### src/rtl/jt51_ch_wr_sched.sv
// Channel-register write scheduler: decodes CPU writes to 0x20-0x3F, queues them,
// and releases each one when its channel reaches the register file's input stage.
module jt51_ch_wr_sched #(
  parameter int DEPTH = 2
) (
  input  logic       clk,
  input  logic       rst_n,
  input  logic       cen,
  input  logic       wr,
  input  logic [7:0] addr,
  input  logic [7:0] din,
  input  logic       clr_ovf,
  output logic [7:0] ch_din,
  output logic       up_rl_ch,
  output logic       up_fb_ch,
  output logic       up_con_ch,
  output logic       up_kc_ch,
  output logic       up_kf_ch,
  output logic       up_ams_ch,
  output logic       up_pms_ch,
  output logic [2:0] cur_ch,
  output logic       busy,
  output logic       ovf
);

  localparam int AW = $clog2(DEPTH);
  localparam int CW = AW + 1;

  typedef enum logic [1:0] {
    T_RFC = 2'd0,
    T_KC  = 2'd1,
    T_KF  = 2'd2,
    T_AP  = 2'd3
  } wr_type_e;

  typedef struct packed {
    wr_type_e   typ;
    logic [2:0] ch;
    logic [7:0] data;
  } entry_t;

  logic [2:0]    cur_ch_q, cur_ch_d;
  logic [AW-1:0] rd_ptr_q, rd_ptr_d;
  logic [AW-1:0] wr_ptr_q, wr_ptr_d;
  logic [CW-1:0] count_q, count_d;
  logic          ovf_q, ovf_d;
  entry_t        mem_q [DEPTH];

  entry_t head;
  entry_t new_entry;
  logic   dec_hit;
  logic   full;
  logic   empty;
  logic   issue;
  logic   push;
  logic   drop;

  // 0x20-0x3F: addr[4:3] selects the register group, addr[2:0] the channel
  always_comb begin
    dec_hit        = (addr[7:5] == 3'b001);
    new_entry.typ  = wr_type_e'(addr[4:3]);
    new_entry.ch   = addr[2:0];
    new_entry.data = din;
  end

  always_comb begin
    full  = (count_q == CW'(DEPTH));
    empty = (count_q == '0);
    head  = mem_q[rd_ptr_q];
    issue = !empty && cen && (cur_ch_q == head.ch);
    // A pop on the same edge frees the slot the new write needs
    push  = wr && dec_hit && (!full || issue);
    drop  = wr && dec_hit && full && !issue;
  end

  always_comb begin
    cur_ch_d = cen ? cur_ch_q + 3'd1 : cur_ch_q;
    rd_ptr_d = issue ? rd_ptr_q + AW'(1) : rd_ptr_q;
    wr_ptr_d = push ? wr_ptr_q + AW'(1) : wr_ptr_q;
    count_d  = count_q;
    case ({push, issue})
      2'b10:   count_d = count_q + CW'(1);
      2'b01:   count_d = count_q - CW'(1);
      default: count_d = count_q;
    endcase
    ovf_d = ovf_q;
    if (drop) begin
      ovf_d = 1'b1;
    end else if (clr_ovf) begin
      ovf_d = 1'b0;
    end
  end

  always_ff @(posedge clk or negedge rst_n) begin
    if (!rst_n) begin
      cur_ch_q <= 3'd0;
      rd_ptr_q <= '0;
      wr_ptr_q <= '0;
      count_q  <= '0;
      ovf_q    <= 1'b0;
    end else begin
      cur_ch_q <= cur_ch_d;
      rd_ptr_q <= rd_ptr_d;
      wr_ptr_q <= wr_ptr_d;
      count_q  <= count_d;
      ovf_q    <= ovf_d;
    end
  end

  // Storage needs no reset: occupancy alone decides what is valid
  always_ff @(posedge clk) begin
    if (push) begin
      mem_q[wr_ptr_q] <= new_entry;
    end
  end

  always_comb begin
    ch_din    = empty ? 8'd0 : head.data;
    up_rl_ch  = 1'b0;
    up_fb_ch  = 1'b0;
    up_con_ch = 1'b0;
    up_kc_ch  = 1'b0;
    up_kf_ch  = 1'b0;
    up_ams_ch = 1'b0;
    up_pms_ch = 1'b0;
    if (issue) begin
      case (head.typ)
        T_RFC: begin
          up_rl_ch  = 1'b1;
          up_fb_ch  = 1'b1;
          up_con_ch = 1'b1;
        end
        T_KC: up_kc_ch = 1'b1;
        T_KF: up_kf_ch = 1'b1;
        T_AP: begin
          up_ams_ch = 1'b1;
          up_pms_ch = 1'b1;
        end
        default: ;
      endcase
    end
  end

  assign cur_ch = cur_ch_q;
  assign busy   = full;
  assign ovf    = ovf_q;

endmodule

### config.mk
export PLATFORM = sky130hd
export DESIGN_NAME = jt51_ch_wr_sched
export DESIGN_NICKNAME = d
export VERILOG_FILES = /design/src/rtl/jt51_ch_wr_sched.sv
export SDC_FILE = /design/constraint.sdc
export NUM_CORES = 1
export LEC_CHECK = 0
export ABC_CLOCK_PERIOD_IN_PS = 5100
export CORE_MARGIN = 2
export CORE_UTILIZATION = 29
export DETAILED_ROUTE_END_ITERATION = 10
export GPL_TIMING_DRIVEN = 1
export HOLD_SLACK_MARGIN = 0.12
export PLACE_DENSITY = 0.62
export SYNTH_ARGS = -nofsm -noshare
export SYNTH_HDL_FRONTEND = slang
export SYNTH_SLANG_ARGS = --single-unit
### constraint.sdc
create_clock -name clk -period 5.1 [get_ports clk]
set_input_delay 0.765 -clock clk [delete_from_list [all_inputs] [get_ports clk]]
set_output_delay 0.765 -clock clk [all_outputs]
set_load 0.1 [all_outputs]
==> metrics.txt, run 1 <==
fin area=1990 um^2; largest net degree at the start of global routing=21; CP Max Fanout=20; Core Area=5010 um^2; Wirelength per Cell=12.5 um; share of layout cells above drive strength 1=0.128; DR DRC count=0; Final Critical Period=3.52 ns; Starting Density=0.295; RSZ-0062 raised after global routing=false; Hold Startpoint=ovf$_DFFE_PN0P_; multi-input logic area=428 um^2; final hold violations=0; HPWL Detailed=1.95 mm; synth cell count leaders=edfxtp_1, nor2_1, mux2i_1; clk slew on worst S/H paths=0.06 ns; Routed Antenna Nets=0; die height=75.4 um; Tcrit/Tclk final=0.689; cts hold-fix bufs=0; placed cell count=211; row cnt=26; Pleak=0.736 nW; # setup viols final=0; Synth cell types=29; share of the synthesized area in the top cell type=0.527; clock skew=0.00567 ns; Slew Viols, Final=0; setup_tns=0 ns; CTS tree=built; grt ovf=0; DP Worst Slack=1.58 ns; mux cell area share after synthesis=0.0820; startpoint types=flop; layout overhead on the synthesized area=34.2%; post-cts resize count=0; Worst EP required=4.34 ns; number of synthesized register bits=34; cell taking the most area after synthesis=edfxtp_1; Syn Inst Count=107; vias in the first global route=945; WS Path Type=flop to output port; HP Class=flop to flop; sequential element share of the synthesized area=0.663; reg2reg setup slack=1.68 ns; IO Pins=41; post-synthesis adder-cell area fraction=0.00845; Total Nets Final=170; Synth Area in Simple Gates=0.0989; Initial DRT Pass Iterations=4; number of synthesized flops with an enable pin=26; Routed Wire Length=2.73 mm; Port Buffer Count=40; final core occ=0.396; first-pass GRT wire length=4.22 mm; Mapped Avg Cell Area=13.8 um^2; pwr/cell area=618 nW/um^2; ys async rst share=0.235; drt initial violations=36; status=completed; CTS max path bufs=2; Synth area leaders=edfxtp_1, dfrtp_1, mux2i_1; r2r worst-path depth=5; CTS Sinks=34; main combinational cell family by area after synthesis=simple AND/OR/NAND/NOR gates; H-tree Lvls=2; CTS root buf=clkbuf_8; Mapped Nets=129; postcts setup bufs=0; CTS buffer count=5; routability cong.=0.730; Worst Setup End Kind=output port; vias post-DR=953; Clock Latency Late Sink=0.28 ns; die area=5690 um^2; Main synth FF type=edfxtp_1; Pwr Total=1.23 mW; FILL cells=498; Placed Area=1910 um^2; register area=981 um^2; Worst-Margin Slew=1.14 ns; setup slack after layout=1.58 ns; Hold Path End=ovf$_DFFE_PN0P_; worst relative slew slack=0.239; worst IR drop on VDD=0.423 mV; initial antenna violation count=0; Via density=4.35; endpoint of the worst-slack reg-to-reg timing path=mem_q[1][12]$_DFFE_PP_; Post-Syn Area=1480 um^2; gr usage total=0.103; ANT cells=0; Compound-Gate Fraction of Synth Area=0.0524; XOR/XNOR Fraction of Synth Area=0.0473; Synth warnings=0; arrival time of the worst setup path=2.75 ns; Post-Layout Cell Count=219; max_cap viols=0; Max Freq=0.284 GHz; Worst Hold Margin=0.499 ns; most common cell in the netlist=edfxtp_1; reg2reg start=rd_ptr_q$_DFFE_PN0P_; die extent in x=75.4 um; worst hold stages=1
cell usage in the layout (no fill, tap or decap), types with 3 or more instances in the layout:
master	n
nand2_1	3
clkbuf_8	5
inv_1	5
xnor2_1	7
dfrtp_1	8
clkdlybuf4s50_1	33
buf_4	8
clkbuf_1	3
nor2_1	20
edfxtp_1	26
mux2i_1	11
a21oi_1	3
report_power, final:
group	total, mW	internal [mW]	leakage, nW	switching (mW)
clock	0.186	0.0968	0.0395	0.0891
combinational	0.637	0.176	0.365	0.461
sequential	0.403	0.335	0.331	0.0675
total	1.23	0.609	0.736	0.618
per-layer routing:
metal / global-route usage / part of all wire
met1: 0.116 / 0.41
met2: 0.167 / 0.49
met3: 0.0463 / 0.079
met4: 0.0487 / 0.019
met5: 0 / 0
flip-flops by register name (all words and copies together) (netlist names):
register,flops
mem_q,26
wr_ptr_q,1
cur_ch,3
rd_ptr_q,1
count_q,2
ovf,1
worst max-delay path, stage by stage, from the launching register on:
cell and delay, ns:
dfrtp_1 0.90, mux2i_1 0.29, xnor2_1 0.09, or4_4 0.63, nor2_1 0.23, buf_4 0.33
how the worst max path moves through the flow:
stage                     startpoint                    end  slack (ns)  cells past startpoint
6_report        rd_ptr_q$_DFFE_PN0P_               up_rl_ch        1.58                      5
5_1_grt         rd_ptr_q$_DFFE_PN0P_              up_con_ch        1.38                      5
4_1_cts         rd_ptr_q$_DFFE_PN0P_               up_rl_ch        1.55                      5
3_5_place_dp                     cen  mem_q[1][6]$_DFFE_PP_        1.58                      5
3_3_place_gp                     cen  mem_q[0][6]$_DFFE_PP_        1.71                      5
2_1_floorplan  cur_ch[2]$_DFFE_PN0P_               up_fb_ch        0.70                      5
cells by family after synthesis:
logic type      Yosys count
flops                    34
buf+inv                  12
compound gates           11
fa+ha+maj                 1
mux                      12
simple gates             29
xor+xnor                  8
cell type report:
| class | count | share of cell area |
|---|---|---|
| repair buffers | 41 | 0.197 |
| multi-input cells | 61 | 0.216 |
| flip-flops and latches | 34 | 0.494 |
| inverters | 5 | 0.00945 |
| clock buffers | 8 | 0.0403 |
| well taps | 70 | 0.0441 |
(Power assumes the default switching activity.)
==> run 2, diff against run 1 <==
--- a/config.mk
+++ b/config.mk
@@ -5,13 +5,13 @@
 export SDC_FILE = /design/constraint.sdc
 export NUM_CORES = 1
 export LEC_CHECK = 0
-export ABC_CLOCK_PERIOD_IN_PS = 5100
+export ABC_CLOCK_PERIOD_IN_PS = 3000
 export CORE_MARGIN = 2
 export CORE_UTILIZATION = 29
 export DETAILED_ROUTE_END_ITERATION = 10
 export GPL_TIMING_DRIVEN = 1
 export HOLD_SLACK_MARGIN = 0.12
-export PLACE_DENSITY = 0.62
+export PLACE_DENSITY = 0.64
 export SYNTH_ARGS = -nofsm -noshare
 export SYNTH_HDL_FRONTEND = slang
 export SYNTH_SLANG_ARGS = --single-unit
==> constraint.sdc (replaced) <==
create_clock -name clk -period 3 [get_ports clk]
set_input_delay 0.45 -clock clk [delete_from_list [all_inputs] [get_ports clk]]
set_output_delay 0.45 -clock clk [all_outputs]
set_load 0.1 [all_outputs]
==> run 2 against run 1 <==
Flip-flop and latch count stayed put. Non-clock buffer count is 3 higher. Clock power increased by 120%. Clock skew up 0.0013 ns. Utilization rose by 2.7 points.
==> metrics.txt, run 2 (same netlist as run 1, synthesis figures left out) <==
status=completed; pwr/cell area=1040 nW/um^2; Port Buffer Count=40; final hold violations=0; first-pass GRT wire length=4.57 mm; layout overhead on the synthesized area=43.3%; r2r worst-path depth=6; # setup viols final=0; Core Area=5010 um^2; setup_tns=0 ns; row cnt=26; Max Freq=0.381 GHz; Worst-Margin Slew=0.642 ns; vias post-DR=955; Clock Latency Late Sink=0.29 ns; Initial DRT Pass Iterations=4; CP Max Fanout=12; initial antenna violation count=0; endpoint of the worst-slack reg-to-reg timing path=mem_q[1][9]$_DFFE_PP_; Placed Area=2010 um^2; postcts setup bufs=0; Final Critical Period=2.62 ns; leading cell type in the layout, fill and taps excluded=edfxtp_1; Total Nets Final=173; post-cts resize count=0; clock skew=0.00698 ns; cts hold-fix bufs=0; CP Buf/Inv Count=1; max_cap viols=0; reg2reg setup slack=0.50 ns; CTS max path bufs=2; placed cell count=214; grt ovf=0; Via density=4.30; setup slack after layout=0.377 ns; die extent in x=75.4 um; share of layout cells above drive strength 1=0.296; worst IR drop on VDD=0.506 mV; CTS root buf=clkbuf_8; Slew Viols, Final=0; clk slew on worst S/H paths=0.07 ns; HPWL Detailed=2.12 mm; largest net degree at the start of global routing=18; most frequent cells in the layout=edfxtp_1, clkdlybuf4s50_1, buf_4; final core occ=0.423; Top reg by flops=mem_q; ANT cells=0; H-tree Lvls=2; CTS Sinks=34; Tcrit/Tclk final=0.874; Routed Wire Length=2.78 mm; worst relative slew slack=0.570; startpoint types=flop; DR DRC count=0; Routed Antenna Nets=0; vias in the first global route=1027; slowest stage delay, CP=0.66 ns; CTS buffer count=5; drt initial violations=40; WS Path Type=flop to output port; reg2reg start=rd_ptr_q$_DFFE_PN0P_; gr usage total=0.110; die area=5690 um^2; Wirelength per Cell=12.5 um; Worst Setup End Kind=output port; HP Class=input port to asynchronous set/reset pin; fin area=2120 um^2; Starting Density=0.295; Post-Layout Cell Count=222; CP top delay family=simple AND/OR/NAND/NOR gates; max reg flops=26; CP cell instances=mux2i_1 -> xnor2_1 -> or4_4 -> nor2_4 -> buf_12; crit path from=rd_ptr_q$_DFFE_PN0P_; routability cong.=0.724; DP Worst Slack=0.265 ns; die height=75.4 um; Worst EP required=2.55 ns; Pleak=0.794 nW; CTS tree=built; arrival time of the worst setup path=2.17 ns; IO Pins=41; crit path max-delay cell type=or4_4; RSZ-0062 raised after global routing=false; FILL cells=482
-- run 2: cell types whose count changed in the layout (fill, tap and decap cells not counted) --
cell and delta:
nor2_4 +2, bufinv_16 +1, dfrtp_2 +3, nor2_1 -4, buf_4 +9, clkdlybuf4s50_1 -13, clkinvlp_4 +2, dfrtp_1 -3
buf_12 +7, nor2_2 +2, clkbuf_1 -3
-- run 2: power by group --
| part | internal, mW | switching [mW] |
|---|---|---|
| Sequential | 0.575 | 0.0738 |
| Combinational | 0.298 | 0.838 |
| Clock | 0.247 | 0.169 |
| Total | 1.12 | 1.08 |
-- run 2: final cells by class --
class | count | area (um^2) | area share
Inverter | 5 | 18.8 | 0.00885
Clock inverter | 3 | 45.0 | 0.0212
Clock buffer | 5 | 68.8 | 0.0324
Sequential cell | 34 | 985 | 0.464
Multi-Input combinational cell | 61 | 448 | 0.211
Tap cell | 70 | 87.6 | 0.0413
Timing Repair Buffer | 44 | 468 | 0.221
-- run 2: worst max path at each step --
stage | to | slack [ns] | depth (start not counted)
floorplan | up_fb_ch | 0.09 | 5
global placement | mem_q[0][4]$_DFFE_PP_ | 0.34 | 6
detailed placement | mem_q[1][7]$_DFFE_PP_ | 0.27 | 6
CTS | up_rl_ch | 0.35 | 5
global route | up_rl_ch | 0.26 | 5
finish | up_rl_ch | 0.38 | 5
-- run 2: stage by stage --
stage | hold WS [ns] | power [mW]
after global routing | 0.473 | 2.30
after global placement | 0.484 | 1.78
final | 0.448 | 2.20
after floorplan | 0.154 | 1.56
after detailed placement | 0.491 | 1.80
after CTS | 0.449 | 2.22
-- run 2: layer usage --
metal,vias to the layer above,GRT usage,routed length (um)
met5,-,0,0
li1,465,-,-
met3,6,0.0489,267
met1,444,0.118,1110
met4,0,0.0409,36
met2,40,0.190,1370
==> run 3, diff against run 2 <==
--- a/config.mk
+++ b/config.mk
@@ -6,7 +6,6 @@
 export NUM_CORES = 1
 export LEC_CHECK = 0
 export ABC_CLOCK_PERIOD_IN_PS = 3000
-export CORE_MARGIN = 2
 export CORE_UTILIZATION = 29
 export DETAILED_ROUTE_END_ITERATION = 10
 export GPL_TIMING_DRIVEN = 1
==> run 3 against run 2 <==
Flip-flop and latch count unchanged. Die area decreased by 5.2%. Worst setup slack improved by 0.00094 ns. Critical path depth unchanged. Count of clock-buffer cells in the layout unchanged. Critical endpoint is now up_con_ch. Largest cell class unchanged.
==> metrics.txt, run 3 (same netlist as run 1, synthesis figures left out) <==
Worst-Margin Slew=0.639 ns; leading cell type in the layout, fill and taps excluded=edfxtp_1; H-tree Lvls=2; clock share of power=0.151; initial antenna violation count=0; CTS root buf=clkbuf_8; Comb pwr share=0.540; Starting Density=0.307; Tcrit/Tclk final=0.874; setup_tns=0 ns; worst IR drop on VDD=0.609 mV; clk slew on worst S/H paths=0.07 ns; CTS Sinks=34; die extent in x=73.4 um; final hold violations=0; reg2reg setup slack=0.62 ns; startpoint types=flop; Switch Pwr=1.07 mW; die height=73.4 um; arrival time of the worst setup path=2.17 ns; HPWL Detailed=2.12 mm; row cnt=25; RSZ-0062 raised after global routing=false; internal power=1.03 mW; die area=5390 um^2; Final Critical Period=2.62 ns; Wirelength per Cell=12.6 um; vias in the first global route=962; Core Area=4820 um^2; Routed Antenna Nets=0; postcts setup bufs=0; ANT cells=0; max_cap viols=0; gr usage total=0.116; clock skew=0.00656 ns; Clock Latency Late Sink=0.28 ns; post-cts resize count=0; first-pass GRT wire length=4.49 mm; grt ovf=0; layout overhead on the synthesized area=42.1%; DP Worst Slack=0.371 ns; Slew Viols, Final=0; Pleak=0.797 nW; Top reg by flops=mem_q; vias post-DR=935; DR DRC count=0; share of layout cells above drive strength 1=0.299; # setup viols final=0; status=completed; Worst Hold Margin=0.460 ns; max reg flops=26; largest net degree at the start of global routing=18; Worst Setup End Kind=output port; Via density=4.23; multi-input logic area=448 um^2; setup slack after layout=0.378 ns; cts hold-fix bufs=0; routability cong.=0.721; Initial DRT Pass Iterations=4; CTS max path bufs=2; Seq pwr share=0.309; register area=985 um^2; IO Pins=41; worst relative slew slack=0.572; FILL cells=475; most frequent cells in the layout=edfxtp_1, clkdlybuf4s50_1, buf_4; r2r worst-path depth=6; drt initial violations=45; pwr/cell area=1000 nW/um^2; CP Max Fanout=12; Routed Wire Length=2.79 mm; Total Nets Final=175; WS Path Type=flop to output port; CTS tree=built; Port Buffer Count=40; Worst EP required=2.55 ns; Max Freq=0.381 GHz; HP Class=input port to asynchronous set/reset pin; Sw Ratio=0.510; CTS buffer count=5
==> run 3: cell count changes in the layout (fill, tap and decap cells not counted), sizes merged <==
cell,delta
clkinvlp,-1
bufinv,-1
buf,+2
clkinv,+2
==> run 3: critical path, stage by stage (launching register included) <==
cell and delay (ns):
dfrtp_1 0.43, mux2i_1 0.25, xnor2_1 0.09, or4_4 0.66, nor2_4 0.25, buf_12 0.20
==> run 3: area by class of cell <==
type	instances	area share
well taps	67	0.0399
inverters	5	0.00892
repair buffers	46	0.230
multi-input cells	61	0.213
clock inverters	3	0.00773
clock buffers	5	0.0327
flip-flops and latches	34	0.468
==> run 3: final timing paths <==
check                                     start                    end
max                        rd_ptr_q$_DFFE_PN0P_              up_con_ch
min                                       rst_n  cur_ch[2]$_DFFE_PN0P_
max reg2reg                rd_ptr_q$_DFFE_PN0P_  mem_q[1][5]$_DFFE_PP_
min reg2reg                     ovf$_DFFE_PN0P_        ovf$_DFFE_PN0P_
max in group asynchronous                 rst_n  cur_ch[1]$_DFFE_PN0P_
min in group clk                ovf$_DFFE_PN0P_        ovf$_DFFE_PN0P_
==> run 3: layer usage <==
metal	vias to the layer above	global-route usage	routed length [um]
li1	473	-	-
met1	431	0.137	1150
met2	27	0.185	1440
met3	4	0.0439	158
met4	0	0.0577	36
met5	-	0	0
==> run 3: stage by stage <==
| stage | cell area, um^2 | power (mW) | util | cells |
|---|---|---|---|---|
| after global routing | 2100 | 2.20 | 0.437 | 221 |
| after CTS | 2100 | 2.13 | 0.437 | 221 |
| after floorplan | 1500 | 1.56 | - | 107 |
| after global placement | 2020 | 1.79 | 0.419 | 213 |
| final | 2100 | 2.11 | 0.437 | 221 |
| after detailed placement | 2020 | 1.81 | 0.419 | 213 |
==> run 3: power by group through the flow <==
| stage | clock [mW] | combinational (mW) | sequential [mW] |
|---|---|---|---|
| CTS | 0.330 | 1.15 | 0.651 |
| finish | 0.319 | 1.14 | 0.650 |
| floorplan | 0 | 0.765 | 0.798 |
| global placement | 0 | 1.13 | 0.656 |
| global route | 0.349 | 1.19 | 0.660 |
| detailed placement | 0 | 1.15 | 0.660 |
